<file path="src/rtl/riscv_dram_line_ctrl_if.sv">
// Miss-request and DRAM-array port bundle for the line controller.
// slave is the controller's view; master is the miss logic plus the array.
interface riscv_dram_line_ctrl_if #(
  parameter int DATA_WIDTH = 128,
  parameter int S_ADDR     = 10
);
  logic                  req_valid;
  logic                  req_ready;
  logic                  req_wb;
  logic                  req_fill;
  logic [S_ADDR-1:0]     req_wb_addr;
  logic [DATA_WIDTH-1:0] req_wb_data;
  logic [S_ADDR-1:0]     req_fill_addr;
  logic                  done;
  logic                  fill_valid;
  logic [DATA_WIDTH-1:0] fill_data;
  logic                  mem_wren;
  logic                  mem_rden;
  logic [S_ADDR-1:0]     mem_addr;
  logic [DATA_WIDTH-1:0] mem_wdata;
  logic [DATA_WIDTH-1:0] mem_rdata;

  modport slave (
    input  req_valid, req_wb, req_fill, req_wb_addr, req_wb_data, req_fill_addr, mem_rdata,
    output req_ready, done, fill_valid, fill_data, mem_wren, mem_rden, mem_addr, mem_wdata
  );
  modport master (
    output req_valid, req_wb, req_fill, req_wb_addr, req_wb_data, req_fill_addr, mem_rdata,
    input  req_ready, done, fill_valid, fill_data, mem_wren, mem_rden, mem_addr, mem_wdata
  );
endinterface

</file>
<file path="src/rtl/riscv_dram_line_ctrl.sv">
// Line-wide DRAM initiator: optional victim writeback, then optional refill, one
// transaction at a time. Every output is a register loaded alongside the state.
module riscv_dram_line_ctrl #(
  parameter int DATA_WIDTH = 128,
  parameter int S_ADDR     = 10,
  parameter int RD_LAT     = 1
) (
  input  logic clk,
  input  logic rst,
  riscv_dram_line_ctrl_if.slave bus
);
  typedef enum logic [2:0] {IDLE, WRITE, READ, WAIT, DONE} state_e;

  localparam logic [2:0] LAT = 3'(RD_LAT);

  state_e                state_q;
  logic                  fill_q;
  logic [S_ADDR-1:0]     fill_addr_q;
  logic [2:0]            lat_cnt_q;
  logic                  ready_q, done_q, fill_valid_q, wren_q, rden_q;
  logic [S_ADDR-1:0]     addr_q;
  logic [DATA_WIDTH-1:0] wdata_q, fill_data_q;

  always_ff @(posedge clk or posedge rst) begin
    if (rst) begin
      state_q      <= IDLE;
      fill_q       <= 1'b0;
      fill_addr_q  <= '0;
      lat_cnt_q    <= '0;
      ready_q      <= 1'b1;
      done_q       <= 1'b0;
      fill_valid_q <= 1'b0;
      wren_q       <= 1'b0;
      rden_q       <= 1'b0;
      addr_q       <= '0;
      wdata_q      <= '0;
      fill_data_q  <= '0;
    end else begin
      // Strobes and write data default low; each state re-asserts what it needs.
      done_q       <= 1'b0;
      fill_valid_q <= 1'b0;
      wren_q       <= 1'b0;
      rden_q       <= 1'b0;
      wdata_q      <= '0;
      case (state_q)
        IDLE: if (bus.req_valid && ready_q) begin
          ready_q     <= 1'b0;
          fill_q      <= bus.req_fill;
          fill_addr_q <= bus.req_fill_addr;
          if (bus.req_wb) begin
            state_q <= WRITE;
            wren_q  <= 1'b1;
            addr_q  <= bus.req_wb_addr;
            wdata_q <= bus.req_wb_data;
          end else if (bus.req_fill) begin
            state_q <= READ;
            rden_q  <= 1'b1;
            addr_q  <= bus.req_fill_addr;
          end else begin
            state_q <= DONE;
            done_q  <= 1'b1;
          end
        end
        WRITE: if (fill_q) begin
          state_q <= READ;
          rden_q  <= 1'b1;
          addr_q  <= fill_addr_q;
        end else begin
          state_q <= DONE;
          done_q  <= 1'b1;
        end
        READ: begin
          state_q   <= WAIT;
          lat_cnt_q <= 3'd1;
        end
        // addr_q stays on the fill line; the array re-reads it every cycle.
        WAIT: if (lat_cnt_q == LAT) begin
          state_q      <= DONE;
          fill_data_q  <= bus.mem_rdata;
          done_q       <= 1'b1;
          fill_valid_q <= fill_q;
        end else begin
          lat_cnt_q <= lat_cnt_q + 3'd1;
        end
        DONE: begin
          state_q <= IDLE;
          ready_q <= 1'b1;
        end
        default: state_q <= IDLE;
      endcase
    end
  end

  assign bus.req_ready  = ready_q;
  assign bus.done       = done_q;
  assign bus.fill_valid = fill_valid_q;
  assign bus.fill_data  = fill_data_q;
  assign bus.mem_wren   = wren_q;
  assign bus.mem_rden   = rden_q;
  assign bus.mem_addr   = addr_q;
  assign bus.mem_wdata  = wdata_q;
endmodule

</file>
<file path="src/flat_wrapper.sv">
// flat-port wrapper written by rule: the top's interface ports become plain ports
module riscv_dram_line_ctrl_flat 
#(
  parameter int DATA_WIDTH = 128,
  parameter int S_ADDR     = 10,
  parameter int RD_LAT     = 1
)
  (clk, rst, bus_req_valid, bus_req_wb, bus_req_fill, bus_req_wb_addr, bus_req_wb_data, bus_req_fill_addr, bus_mem_rdata, bus_req_ready, bus_done, bus_fill_valid, bus_fill_data, bus_mem_wren, bus_mem_rden, bus_mem_addr, bus_mem_wdata);
  riscv_dram_line_ctrl_if #(.DATA_WIDTH(DATA_WIDTH), .S_ADDR(S_ADDR)) bus_i ();
  input  logic clk;
  input  logic rst;
  input wire logic [$bits(bus_i.req_valid)-1:0] bus_req_valid;
  input wire logic [$bits(bus_i.req_wb)-1:0] bus_req_wb;
  input wire logic [$bits(bus_i.req_fill)-1:0] bus_req_fill;
  input wire logic [$bits(bus_i.req_wb_addr)-1:0] bus_req_wb_addr;
  input wire logic [$bits(bus_i.req_wb_data)-1:0] bus_req_wb_data;
  input wire logic [$bits(bus_i.req_fill_addr)-1:0] bus_req_fill_addr;
  input wire logic [$bits(bus_i.mem_rdata)-1:0] bus_mem_rdata;
  output wire logic [$bits(bus_i.req_ready)-1:0] bus_req_ready;
  output wire logic [$bits(bus_i.done)-1:0] bus_done;
  output wire logic [$bits(bus_i.fill_valid)-1:0] bus_fill_valid;
  output wire logic [$bits(bus_i.fill_data)-1:0] bus_fill_data;
  output wire logic [$bits(bus_i.mem_wren)-1:0] bus_mem_wren;
  output wire logic [$bits(bus_i.mem_rden)-1:0] bus_mem_rden;
  output wire logic [$bits(bus_i.mem_addr)-1:0] bus_mem_addr;
  output wire logic [$bits(bus_i.mem_wdata)-1:0] bus_mem_wdata;
  assign bus_i.req_valid = bus_req_valid;
  assign bus_i.req_wb = bus_req_wb;
  assign bus_i.req_fill = bus_req_fill;
  assign bus_i.req_wb_addr = bus_req_wb_addr;
  assign bus_i.req_wb_data = bus_req_wb_data;
  assign bus_i.req_fill_addr = bus_req_fill_addr;
  assign bus_i.mem_rdata = bus_mem_rdata;
  assign bus_req_ready = bus_i.req_ready;
  assign bus_done = bus_i.done;
  assign bus_fill_valid = bus_i.fill_valid;
  assign bus_fill_data = bus_i.fill_data;
  assign bus_mem_wren = bus_i.mem_wren;
  assign bus_mem_rden = bus_i.mem_rden;
  assign bus_mem_addr = bus_i.mem_addr;
  assign bus_mem_wdata = bus_i.mem_wdata;
  riscv_dram_line_ctrl #(.DATA_WIDTH(DATA_WIDTH), .S_ADDR(S_ADDR), .RD_LAT(RD_LAT)) u_core (.clk(clk), .rst(rst), .bus(bus_i));
endmodule
</file>
<file path="config.mk">
export PLATFORM = sky130hd
export DESIGN_NAME = riscv_dram_line_ctrl_flat
export DESIGN_NICKNAME = d
export VERILOG_FILES = /design/src/rtl/riscv_dram_line_ctrl_if.sv /design/src/rtl/riscv_dram_line_ctrl.sv /design/src/flat_wrapper.sv
export SDC_FILE = /design/constraint.sdc
export NUM_CORES = 1
export LEC_CHECK = 0
export BUFFER_PORTS_ARGS = -buffer_cell sky130_fd_sc_hd__buf_4
export CAP_MARGIN = 20
export CELL_PAD_IN_SITES_DETAIL_PLACEMENT = 2
export CELL_PAD_IN_SITES_GLOBAL_PLACEMENT = 2
export CORE_MARGIN = 3
export CORE_UTILIZATION = 23
export CTS_BUF_LIST = sky130_fd_sc_hd__clkbuf_8
export CTS_CLUSTER_SIZE = 24
export DETAILED_ROUTE_END_ITERATION = 10
export GPL_TIMING_DRIVEN = 0
export PLACE_DENSITY = 0.63
export SYNTH_ARGS = -nofsm -noshare
export SYNTH_HDL_FRONTEND = slang
export SYNTH_SLANG_ARGS = --single-unit
</file>
<file path="constraint.sdc">
create_clock -name clk -period 9.32 [get_ports clk]
set_clock_uncertainty 0.1 [all_clocks]
set_input_delay 0.466 -clock clk [delete_from_list [all_inputs] [get_ports clk]]
set_output_delay 0.466 -clock clk [all_outputs]
set_load 0.01 [all_outputs]
</file>
==> results_dict.tcl <==
set metrics [dict create \
    outcome "complete, no violations" \
    fillers 4375 \
    first_iter_violations 274 \
    ctsHtreeMaxLevel 2 \
    synthToLayoutAreaGrowth_pct 84.3 \
    grt_pass1_wl_um 74700 \
    wl_um 50200 \
    synthCells 672 \
    slew_headroom_pct 37.1 \
    die_x_um 218 \
    synth_warnings 0 \
    synth-compound-area-share_pct 1.50 \
    post_cts_buffers 0 \
    end_kind "flip-flop" \
    fp.dieH_um 218 \
    synthMuxAreaShare_pct 17.3 \
    synth-xor-area-share_pct 0 \
    io_buffers 550 \
    drv_cap 0 \
    dpl_cell_area_mm2 0.0153 \
    ant_nets 0 \
    synth_area_per_cell_um2 15.4 \
    clock_path_buffers 3 \
    rows 76 \
    path_class "flip-flop to flip-flop" \
    first_pass_iters 4 \
    peakVddDrop_v 0.0000990 \
    grt_usage_pct 21.1 \
    slew_viol_final 0 \
    syn-cell-area_mm2 0.0103 \
    min_path_type "input pin to flip-flop" \
    root_buffer "clkbuf_8" \
    grt_start_max_net_pins 117 \
    antenna_found_initial 3 \
    finalSetupViolations 0 \
    grt_setup_unrepaired "no" \
    synth_top_family_by_area "multiplexers" \
    insertion_delay_ns 0.63 \
    ys_seq_area_share_pct 69.8 \
    cp.arrival_ns 2.95 \
    grt_pass1_vias 11200 \
    dieArea_mm2 0.0475 \
    tightest_slew_ns 0.944 \
    pwr_density_cell_mw_per_mm2 145 \
    core_mm2 0.0437 \
    synth_adder_area_share_pct 0.242 \
    clk_pin_slew_ns 0.06 \
    synth.net_count 955 \
    finalCritPeriodShare_pct 26.9 \
    setup_tns_ns 0 \
    crit_fanout 10 \
    drive_gt1_share_pct 45.4 \
    clock-sinks 288 \
    required_ns 9.76 \
    start_util_pct 23.6 \
    cts_tree "yes" \
    min_period_ns 2.51 \
    post-dp-hpwl_um 30900 \
    layout.nets 1832 \
    ys_types 30 \
    synth-simple-area-share_pct 9.26 \
    numCtsBuffers 54 \
    ys_ff_latch 288 \
    drcViolationCount 0 \
    hold_violations 0 \
    p_leak_nw 10.2 \
    num_vias 9023 \
    fmax_mhz 399 \
    io_pins 552 \
    wire_per_inst_um 23.1 \
    start_kind "flip-flop" \
    grt-ovfl-total 0 \
    fin_area_mm2 0.0190 \
    place_congestion 0.733 \
    viasPerCell 4.15 \
]
-- flip-flops by register name (all words and copies together), names as in the netlist --
signal	flops
u_core.bus.mem_wren	1
u_core.bus.mem_wdata	128
u_core.lat_cnt_q	3
u_core.bus.mem_rden	1
u_core.bus.fill_data	128
u_core.fill_q	1
u_core.bus.done	1
u_core.bus.req_ready	1
u_core.fill_addr_q	10
u_core.state_q	3
u_core.bus.mem_addr	10
u_core.bus.fill_valid	1
-- timing repair --
action,CTS,global route
resized for setup,0,0
endpoints found under the setup margin,0,0
hold buffers,269,0
hold endpoints to repair,349,0
-- cells in the final DEF, fill, tap and decap left out --
cell type / count
buf_4: 559
dfrtp_1: 287
dlygate4sd3_1: 269
and2_1: 129
mux2_1: 76
mux2_2: 74
clkbuf_8: 67
inv_1: 28
nand2_1: 17
o21ai_0: 15
clkbuf_1: 14
mux2i_1: 10
buf_2: 8
a21oi_1: 3
nor2_1: 3
o31ai_1: 3
diode_2: 2
buf_1: 2
a22o_1: 2
ha_1: 2
bufinv_16: 2
buf_16: 2
and3b_1: 1
nor3b_2: 1
nor2_2: 1
a211o_1: 1
nand3_1: 1
nand4b_2: 1
nand2b_1: 1
clkbuf_2: 1
nand3b_1: 1
nor3b_1: 1
inv_8: 1
nor3_1: 1
o311ai_4: 1
clkinv_2: 1
dfstp_2: 1
-- stage by stage --
| step | power [mW] | cells | utilization, % | setup slack, ns | hold slack (ns) |
|---|---|---|---|---|---|
| after global routing | 2.89 | 2173 | 43.5 | 6.62 | 0.155 |
| after detailed placement | 1.40 | 1809 | 34.9 | 6.88 | 0.377 |
| after floorplan | 1.30 | 672 | - | 0.807 | 0.379 |
| after global placement | 1.40 | 1807 | 34.7 | -3.19 | 0.369 |
| final | 2.76 | 2174 | 43.5 | 6.81 | 0.164 |
| after CTS | 2.78 | 2172 | 43.5 | 6.86 | 0.0884 |
-- critical path, cell delays in order, from the launching register on --
cell and delay (ns):
dfrtp_1 0.36, buf_2 0.18, nor2_2 0.20, nand4b_2 0.26
nor2_1 0.27, buf_2 0.32, clkbuf_1 0.47, and2_1 0.24
-- worst paths after layout --
path	startpoint	to	slack (ns)	cells past startpoint
worst max-delay path	u_core.state_q[0]	u_core.bus.mem_wdata[92]	6.81	7
worst min-delay path	bus_req_wb_addr[0]	u_core.bus.mem_addr[0]	0.16	4
worst max register to register	u_core.state_q[0]	u_core.bus.mem_wdata[92]	6.81	7
worst min register to register	u_core.bus.fill_data[11]	u_core.bus.fill_data[11]	0.39	1
max in group asynchronous	rst	u_core.bus.mem_wdata[116]	7.65	4
min in group asynchronous	rst	u_core.bus.mem_wdata[23]	0.40	3
-- cell families (layout without fill, tap and decap cells) --
family,count (synthesis),after routing
AO/OA/AOI/OAI,25,25
multiplexers,160,160
other,0,2
AND/OR/NAND/NOR,158,158
buffers and inverters,39,954
flip-flops,288,288
adder cells (fa/ha/maj),2,2
-- area by class of cell --
cell class / instances / area (um^2) / share of cell area (%)
flip-flops and latches: 288 / 7210 / 37.9
clock inverters: 27 / 155 / 0.815
clock buffers: 67 / 922 / 4.84
plain buffers: 34 / 173 / 0.907
diodes: 2 / 5.00 / 0.0263
inverters: 5 / 26.3 / 0.138
well taps: 585 / 732 / 3.85
multi-input cells: 345 / 2940 / 15.4
repair buffers: 821 / 6880 / 36.1
-- routing by layer --
layer,GRT usage [%],wire (um),vias up
met5,0,15,-
met1,22.3,18000,4562
met4,5.33,1150,2
li1,-,-,3990
met2,39.1,26300,392
met3,8.42,4670,77
-- report_power, final --
part	switching [mW]	internal, mW
clock network	0.578	0.695
logic	0.0784	0.153
registers	0	1.25
total	0.657	2.10
-- synth_stat cells --
master | n | area, um^2
a211o_1 | 1 | 8.76
a21oi_1 | 3 | 15.0
a22o_1 | 2 | 17.5
and2_1 | 129 | 807
and3b_1 | 1 | 8.76
buf_1 | 2 | 7.51
buf_2 | 8 | 40.0
buf_4 | 9 | 67.6
clkbuf_1 | 14 | 52.6
clkbuf_2 | 1 | 5.00
dfrtp_1 | 287 | 7180
dfstp_2 | 1 | 26.3
ha_1 | 2 | 25.0
inv_1 | 5 | 18.8
mux2_1 | 76 | 856
mux2_2 | 74 | 833
mux2i_1 | 10 | 100
nand2_1 | 17 | 63.8
nand2b_1 | 1 | 6.26
nand3_1 | 1 | 5.00
nand3b_1 | 1 | 7.51
nand4b_2 | 1 | 15.0
nor2_1 | 3 | 11.3
nor2_2 | 1 | 6.26
nor3_1 | 1 | 5.00
nor3b_1 | 1 | 7.51
nor3b_2 | 1 | 12.5
o21ai_0 | 15 | 75.1
o311ai_2 | 1 | 16.3
o31ai_1 | 3 | 22.5
Power figures use the tool's default switching activity.
